File: src/rtl/alu_flags_pipe.sv
`default_nettype none
// +----------------------------------------------------------------------+
// | Module  : alu_flags_pipe                                             |
// | Brief   : Single-stage ALU with registered result and C/N/Z/V flags, |
// |           valid/ready handshake and multi-word (chained) ADD/SUB.    |
// | Options : ALU_STICKY_V_EN adds the sticky-overflow flag q.           |
// | Rev     : 1.0 - initial release                                      |
// +----------------------------------------------------------------------+
module alu_flags_pipe #(
  parameter int WIDTH = 8
) (
  input  logic             clk,
  input  logic             reset,
  input  logic             in_valid,
  output logic             in_ready,
  input  logic [2:0]       op,
  input  logic [WIDTH-1:0] a,
  input  logic [WIDTH-1:0] b,
  input  logic             chain,
  input  logic             flag_we,
  input  logic             flag_clr,
  output logic             out_valid,
  input  logic             out_ready,
  output logic [WIDTH-1:0] result,
  output logic             c,
  output logic             n,
  output logic             z,
  output logic             v,
  output logic             q
);

  localparam logic [2:0] c_OP_NOTA = 3'b000;
  localparam logic [2:0] c_OP_NOTB = 3'b001;
  localparam logic [2:0] c_OP_AND  = 3'b010;
  localparam logic [2:0] c_OP_OR   = 3'b011;
  localparam logic [2:0] c_OP_XOR  = 3'b100;
  localparam logic [2:0] c_OP_XNOR = 3'b101;
  localparam logic [2:0] c_OP_ADD  = 3'b110;
  localparam logic [2:0] c_OP_SUB  = 3'b111;

  logic             r_out_valid;
  logic [WIDTH-1:0] r_result;
  logic             r_c, r_n, r_z, r_v;

  logic             w_accept;
  logic             w_is_arith;
  logic             w_is_sub;
  logic [WIDTH-1:0] w_b_eff;
  logic             w_cin;
  logic [WIDTH:0]   w_sum;
  logic             w_carry_msb;
  logic [WIDTH-1:0] w_res;
  logic             w_new_c, w_new_v, w_new_z;

  // Ready depends only on registered state and out_ready, never on in_valid.
  assign in_ready = !r_out_valid || out_ready;
  assign w_accept = in_valid && in_ready;

  // Datapath: subtraction is a + ~b + cin; chained ops take cin from the C flag.
  always_comb begin
    w_is_arith  = (op == c_OP_ADD) || (op == c_OP_SUB);
    w_is_sub    = (op == c_OP_SUB);
    w_b_eff     = w_is_sub ? ~b : b;
    w_cin       = chain ? r_c : w_is_sub;
    w_sum       = {1'b0, a} + {1'b0, w_b_eff} + {{WIDTH{1'b0}}, w_cin};
    // Carry into the MSB is recovered from the MSB sum bit and its operands.
    w_carry_msb = a[WIDTH-1] ^ w_b_eff[WIDTH-1] ^ w_sum[WIDTH-1];
    w_res       = '0;
    case (op)
      c_OP_NOTA: w_res = ~a;
      c_OP_NOTB: w_res = ~b;
      c_OP_AND:  w_res = a & b;
      c_OP_OR:   w_res = a | b;
      c_OP_XOR:  w_res = a ^ b;
      c_OP_XNOR: w_res = ~(a ^ b);
      default:   w_res = w_sum[WIDTH-1:0];
    endcase
    w_new_c = w_is_arith && w_sum[WIDTH];
    w_new_v = w_is_arith && (w_carry_msb ^ w_sum[WIDTH]);
    // Chained arithmetic accumulates Z so a multi-word zero test spans all words.
    w_new_z = (w_res == '0) && (!(chain && w_is_arith) || r_z);
  end

  // Result register and output-valid handshake.
  always_ff @(posedge clk) begin
    if (reset) begin
      r_out_valid <= 1'b0;
      r_result    <= '0;
    end else if (w_accept) begin
      r_out_valid <= 1'b1;
      r_result    <= w_res;
    end else if (out_ready) begin
      r_out_valid <= 1'b0;
    end
  end

  // Flag register: clear wins over a same-cycle update.
  always_ff @(posedge clk) begin
    if (reset || flag_clr) begin
      r_c <= 1'b0;
      r_n <= 1'b0;
      r_z <= 1'b0;
      r_v <= 1'b0;
    end else if (w_accept && flag_we) begin
      r_c <= w_new_c;
      r_n <= w_res[WIDTH-1];
      r_z <= w_new_z;
      r_v <= w_new_v;
    end
  end

`ifdef ALU_STICKY_V_EN
  logic r_q;

  // Sticky overflow: set by any flag update with V=1, held until cleared.
  always_ff @(posedge clk) begin
    if (reset || flag_clr) begin
      r_q <= 1'b0;
    end else if (w_accept && flag_we && w_new_v) begin
      r_q <= 1'b1;
    end
  end

  assign q = r_q;
`else
  assign q = 1'b0;
`endif

  assign out_valid = r_out_valid;
  assign result    = r_result;
  assign c         = r_c;
  assign n         = r_n;
  assign z         = r_z;
  assign v         = r_v;

endmodule
`default_nettype wire

File: config.mk
export PLATFORM = sky130hd
export DESIGN_NAME = alu_flags_pipe
export DESIGN_NICKNAME = d
export VERILOG_FILES = /design/src/rtl/alu_flags_pipe.sv
export SDC_FILE = /design/constraint.sdc
export NUM_CORES = 1
export LEC_CHECK = 0
export ABC_AREA = 0
export ABC_CLOCK_PERIOD_IN_PS = 2650
export CAP_MARGIN = 20
export CORE_UTILIZATION = 46
export DETAILED_ROUTE_END_ITERATION = 10
export PLACE_DENSITY = 0.78
export SYNTH_ARGS = -nofsm -noshare
export SYNTH_HDL_FRONTEND = slang
export SYNTH_SLANG_ARGS = --single-unit
File: constraint.sdc
create_clock -name clk -period 2.65 [get_ports clk]
set_input_delay 0.265 -clock clk [delete_from_list [all_inputs] [get_ports clk]]
set_output_delay 0.265 -clock clk [all_outputs]
set_load 0.02 [all_outputs]
==> metrics.md, run 1 <==
| Metric | Value |
|---|---|
| CP max-delay cell | clkdlybuf4s50_1 |
| Endpoint class of the critical path | flip-flop |
| CP cell instances | clkdlybuf4s50_1, nor2_1, a21oi_2, fa_2, inv_1, fa_2, nand3_2, a21oi_1, nor2_1, a21oi_1, mux2i_1, a32o_1 |
| Post-route DRC | 0 |
| Starting Density | ~50% |
| Io pins | 41 |
| Vias in the first global route | 1717 |
| CP Data Arrival Time | 2.66 ns |
| Core area | ~3500 um2 |
| Crit Path Max Fanout | 3 |
| Top post-synthesis cells by area | ha_1, dfxtp_1, xnor2_1, inv_1, nor2_1 |
| Clock skew | 0.00473 ns |
| Initial antenna violation count | 0 |
| Largest net degree at the start of global routing | 29 |
| Count leader, synth | ha_1 |
| Minimum clock period | about 2.5 ns |
| Syn-to-layout area delta | 38.9% |
| WL/cell | 13.1 um |
| Layout Nets | 334 |
| Seq/Total Area, Yosys | approximately 15% |
| DRT Pass-1 Iters | 5 |
| Critical path class | in2reg |
| CP Launch Type | input port |
| FILL cells | 297 |
| Yosys top cell by area | ha_1 |
| Main flop type after synthesis | dfxtp_1 |
| First-pass GRT wire length | 7380 um |
| Die width | roughly 63 um |
| EDFF count, synth | 0 |
| Root Driver | clkbuf_8 |
| Fraction of registers with async set/reset | 0% |
| Vias | about 1.8k |
| Final Instance Area | 2410 um2 |
| Synth Area in Simple Gates | between 20% and 30% |
| Pwr/cell area | 348 nW/um2 |
| Detailed Place HPWL | 3380 um |
| Port Buf Inserts | 39 |
| FP Rows | 21 |
| Main combinational cell family by area after synthesis | compound AO/OA/AOI/OAI gates |
| Die area | 4020 um2 |
| Pre-CTS setup slack | -0.342 ns |
| Synth unique cells | 54 |
| Final ANT Viol Nets | 0 |
| Unrepaired setup endpoints after global routing | false |
| Multiplexer share of the synthesized area | 3.60% |
| CTS H-tree depth | 1 |
| CTS tree | yes |
| Post-Synthesis Net Count | 277 |
| Leak pwr | 1.09 nW |
| Top-area cell type share of the netlist area | 16.6% |
| Power Total | roughly 0.84 mW |
| Post-synthesis area per instance | between 7 and 8 um2 |
| Post-DR vias/cell | 5.54 |
| Dpl cells | 323 |
| Synth Register Bits | 13 |
| TNS Setup | 0 ns |
| Synth Cell Area | 1740 um2 |
| Hold Vio Cnt, Final | 0 |
| WL final | 4300 um |
| Syn Inst Count | 226 |
| 1st-iter DRT viols | 90 |
| TritonCTS Buffers | 3 |
| Total grt overflow | 0 |
| Placer congestion estimate | 0.985 |
| Synth top cells by count | ha_1, inv_1, nor2_1, nand2_1, a21oi_1 |
| Slowest Stage Delay on Critical Path | ~0.51 ns |
| Final setup fails | 0 |
| Clock sink count | 13 |
| Die height | 63.4 um |
| Reg clk slew, reported paths | 0.05 ns |
| PnR worst setup slack | 0.119 ns |
| Synth Area in XOR/XNOR | under 10% |
| Layout cells sized above 1 | approximately 16% |
| Fmax achieved | ~400 MHz |
| Max IR drop VDD | 0.192 mV |
| Slew Limit Fails | 0 |
| Endpoint required time on the critical path | 2.78 ns |
| Final Cycle Share | 95.5% |
| Total track usage | 22.3% |
| Post-DP Area | 2300 um2 |
| Max Cap Violations | 0 |
| Antenna Diode Count | 0 |
| Synth warn | 0 |
| Skew-Pair Late Insertion Delay | 0.24 ns |
| Synth Area in Adders | a little under a fifth |
| Worst min path class | reg2reg |
| Worst-Margin Slew | 0.515 ns |
| R2r setup slk | about 0.4 ns |
| Non-filler instance count after layout | 328 |
| Clk buf depth | 2 |
| Synth Area in Compound Gates | 25.2% |
| Headroom to the max-slew limit | between 60 and 70% |
| Status | finished, final reports clean |
## where the power goes
part / switching [mW] / internal (mW) / total, mW
sequential: 0.00677 / 0.209 / 0.216
clock: 0.0627 / 0.106 / 0.168
combinational: 0.226 / 0.229 / 0.455
## layer usage
metal  track usage [%]  vias up  wire length [um]
met5                 0        -                 0
met4              5.40        0                50
met3              2.90        4               155
met2              39.1       53              2110
met1              28.6      844              1980
li1                  -      915                 -
## flip-flops by register name, summed over array words and instances (netlist names)
register and flops:
z 1, v 1, out_valid 1, n 1
result 8, c 1
## path summary, 6_finish.rpt
kind | from | endpoint | cells past startpoint
worst min register to register | result[0] | result[0] | 2
worst max register to register | c | v | 10
worst min-delay path | result[0] | result[0] | 2
worst max-delay path | chain | v | 12
## placed cells by master, fill, tap and decap left out, types with 4 or more instances in the layout
master           count
clkdlybuf4s50_1     36
buf_4               23
inv_1               22
ha_1                22
nor2_1              20
nand2_1             18
dfxtp_1             13
a21oi_1             12
xnor2_1              8
xor2_1               7
o21ai_0              6
o21a_1               5
mux2i_1              4
and2_1               4
nor2b_1              4
nor3_1               4
## per-stage QoR
step / hold slack [ns] / util (%)
final: 0.452 / 69.5
after detailed placement: 0.449 / 66.3
after global placement: 0.447 / 66.3
after floorplan: 0.335 / -
after CTS: 0.456 / 68.5
after global routing: 0.494 / 69.5
## repair_timing
item,4_1_cts,5_1_grt
setup buffers,0,1
hold buffers,0,0
endpoints found under the setup margin,5,10
pin swaps,4,8
cloned,0,0
resized for setup,9,9
## worst max-delay path, delay by kind of cell
family                   cells  cell delay [ns]
AO/OA/AOI/OAI                4             0.72
buffers and inverters        2             0.59
adder cells (fa/ha/maj)      2             0.59
AND/OR/NAND/NOR              3             0.39
multiplexers                 1             0.11
## area by class of cell
type	count	area (um2)	share of cell area [%]
clock buffers	4	45.0	1.87
inverters	22	82.6	3.43
multi-input cells	180	1380	57.4
flip-flops and latches	13	260	10.8
well taps	46	57.6	2.39
repair buffers	63	582	24.1
## kinds of logic (layout without fill, tap and decap cells)
kind of cell / Yosys count / in the layout
compound gates: 62 / 62
xor+xnor: 17 / 17
fa+ha+maj: 25 / 25
buf+inv: 33 / 89
flops: 13 / 13
mux: 5 / 5
other cells: 1 / 1
simple gates: 70 / 70
Note: power is estimated with default switching activity, not from simulation.
==> run 2, diff against run 1 <==
SKIP_LAST_GASP = 1   (was not set)
==> results of run 2 <==
Final layout, timing and power as in run 1 (identical DEF).
==> run 3, diff against run 2 <==
PLACE_DENSITY = 0.75   (was 0.78)
SLEW_MARGIN = 0   (was not set)
==> run 3 against run 2 <==
Sequential cell count did not move. Largest power group unchanged. Routed wire length rose by 1.2%. Setup slack improved by 0.12 ns. Design area rose by 0.36%. Die area did not move. Cell count rose by 0.30%. Critical path depth did not move. Via count fell by 0.44%. Power rose by 1.1%. Clock power rose by 2%. Utilization rose by 0.25 points. First-iteration DRC count rose by 61%.
==> metrics.md, run 3 (synthesis results as in run 1) <==
| Metric | Value |
|---|---|
| Root Driver | clkbuf_8 |
| Clk buf depth | 2 |
| Layout Nets | 335 |
| Port Buf Inserts | 39 |
| R2R depth | 10 |
| Layout cells sized above 1 | 17.0% |
| Final setup fails | 0 |
| Post-DR vias/cell | 5.50 |
| Syn-to-layout area delta | 39.4% |
| R2r setup slk | 0.53 ns |
| Minimum clock period | 2.41 ns |
| Post-route DRC | 0 |
| Total grt overflow | 0 |
| Commonest non-fill, non-tap cell in the layout | clkdlybuf4s50_1 |
| FILL cells | 316 |
| Io pins | between 40 and 50 |
| DRT Pass-1 Iters | 6 |
| Pwr/cell area | 351 nW/um2 |
| RR Endpoint | z |
| Detailed Place HPWL | 3410 um |
| WL final | 4350 um |
| Max IR drop VDD | approximately 0.18 mV |
| 1st-iter DRT viols | around 150 |
| Most frequent cells in the layout | clkdlybuf4s50_1, buf_4, inv_1, ha_1, nor2_1 |
| Die height | around 63 um |
| Die width | 63.4 um |
| Antenna Diode Count | 0 |
| FP Rows | 21 |
| CP startpoint | chain |
| Total track usage | 22.7% |
| Final Util | a little over two thirds |
| Initial antenna violation count | 0 |
| Hold Vio Cnt, Final | 0 |
| Post-DP Area | 2300 um2 |
| Final Cycle Share | 90.9% |
| Largest net degree at the start of global routing | 29 |
| Max Cap Violations | 0 |
| CP endpoint | z |
| Endpoint class of the critical path | flip-flop |
| First-pass GRT wire length | 7460 um |
| Final Instance Area | around 2400 um2 |
| Critical path class | in2reg |
| Worst-Margin Slew | a little over 0.5 ns |
| Unrepaired setup endpoints after global routing | false |
| Skew-Pair Late Insertion Delay | 0.24 ns |
| Core area | 3470 um2 |
| Slew Limit Fails | 0 |
| TritonCTS Buffers | 3 |
| Leak pwr | 1.09 nW |
| Placer congestion estimate | 0.937 |
| Non-filler instance count after layout | 329 |
| Max FFs per register | 8 |
| Final ANT Viol Nets | 0 |
| Status | finished, final reports clean |
| Starting Density | between 50% and 60% |
| WL/cell | 13.2 um |
| Vias | 1808 |
| Fmax achieved | about 420 MHz |
| TNS Setup | 0 ns |
| Worst min path class | reg2reg |
| Clock sink count | 13 |
| Dpl cells | 323 |
| Crit Path Max Fanout | 3 |
| CP Launch Type | input port |
| Hold path cells | 2 |
| Endpoint required time on the critical path | 2.78 ns |
| Vias in the first global route | 1722 |
| FF-to-FF Start | c |
| Die area | 4020 um2 |
| CP Data Arrival Time | 2.54 ns |
| Reg clk slew, reported paths | 0.05 ns |
| CTS H-tree depth | 1 |
| CTS tree | yes |
| Headroom to the max-slew limit | roughly two thirds |
| Clock skew | 0.000301 ns |
| Hold slack | 0.454 ns |
run 3: layout make-up:
class	instances	area, um2	area share, %
inverters	22	82.6	3.41
flip-flops and latches	13	260	10.8
repair buffers	64	589	24.4
clock buffers	4	45.0	1.86
multi-input cells	180	1380	57.2
well taps	46	57.6	2.38
run 3: worst max-delay path, stage by stage:
cell,delay (ns)
clkdlybuf4s50_1,0.54
nor2_1,0.07
a21oi_1,0.15
fa_2,0.22
inv_1,0.05
fa_2,0.36
nand3_2,0.09
a21oi_2,0.07
o31a_2,0.33
o21ai_1,0.17
and2_1,0.15
o31ai_1,0.07
run 3: metal layers:
metal  track usage [%]  wire length (um)  up-vias
met1              28.9              2020      837
met4              4.55                40        0
met2              40.3              2100       55
met3              3.26               182        6
met5                 0                 0        -
li1                  -                 -      910
run 3: through the flow:
stage / setup WS [ns] / total power [mW]
after floorplan: 0.0273 / 0.480
after global placement: -0.280 / 0.647
after detailed placement: -0.351 / 0.653
after CTS: 0.0105 / 0.839
after global routing: 0.0605 / 0.905
final: 0.242 / 0.849
run 3: timing repair:
item | CTS | global route
buffers inserted | 0 | 2
gates resized for setup | 8 | 12
endpoints found under the setup margin | 5 | 11
hold buffers | 0 | 0
hold endpoints to repair | 0 | 0
pin swaps | 2 | 10
cloned | 0 | 0
run 3: power by group:
| group | internal, mW | switching (mW) |
|---|---|---|
| clock network | 0.106 | 0.0663 |
| logic | 0.232 | 0.229 |
| registers | 0.209 | 0.00700 |
| total | 0.547 | 0.302 |
run 3: how the worst min path moves through the flow:
stage / from / to / slack, ns
CTS: result[0] / result[0] / 0.46
floorplan: flag_clr / n / 0.33
global placement: result[7] / result[7] / 0.45
finish: result[0] / result[0] / 0.45
detailed placement: result[0] / result[0] / 0.45
global route: result[0] / result[0] / 0.48
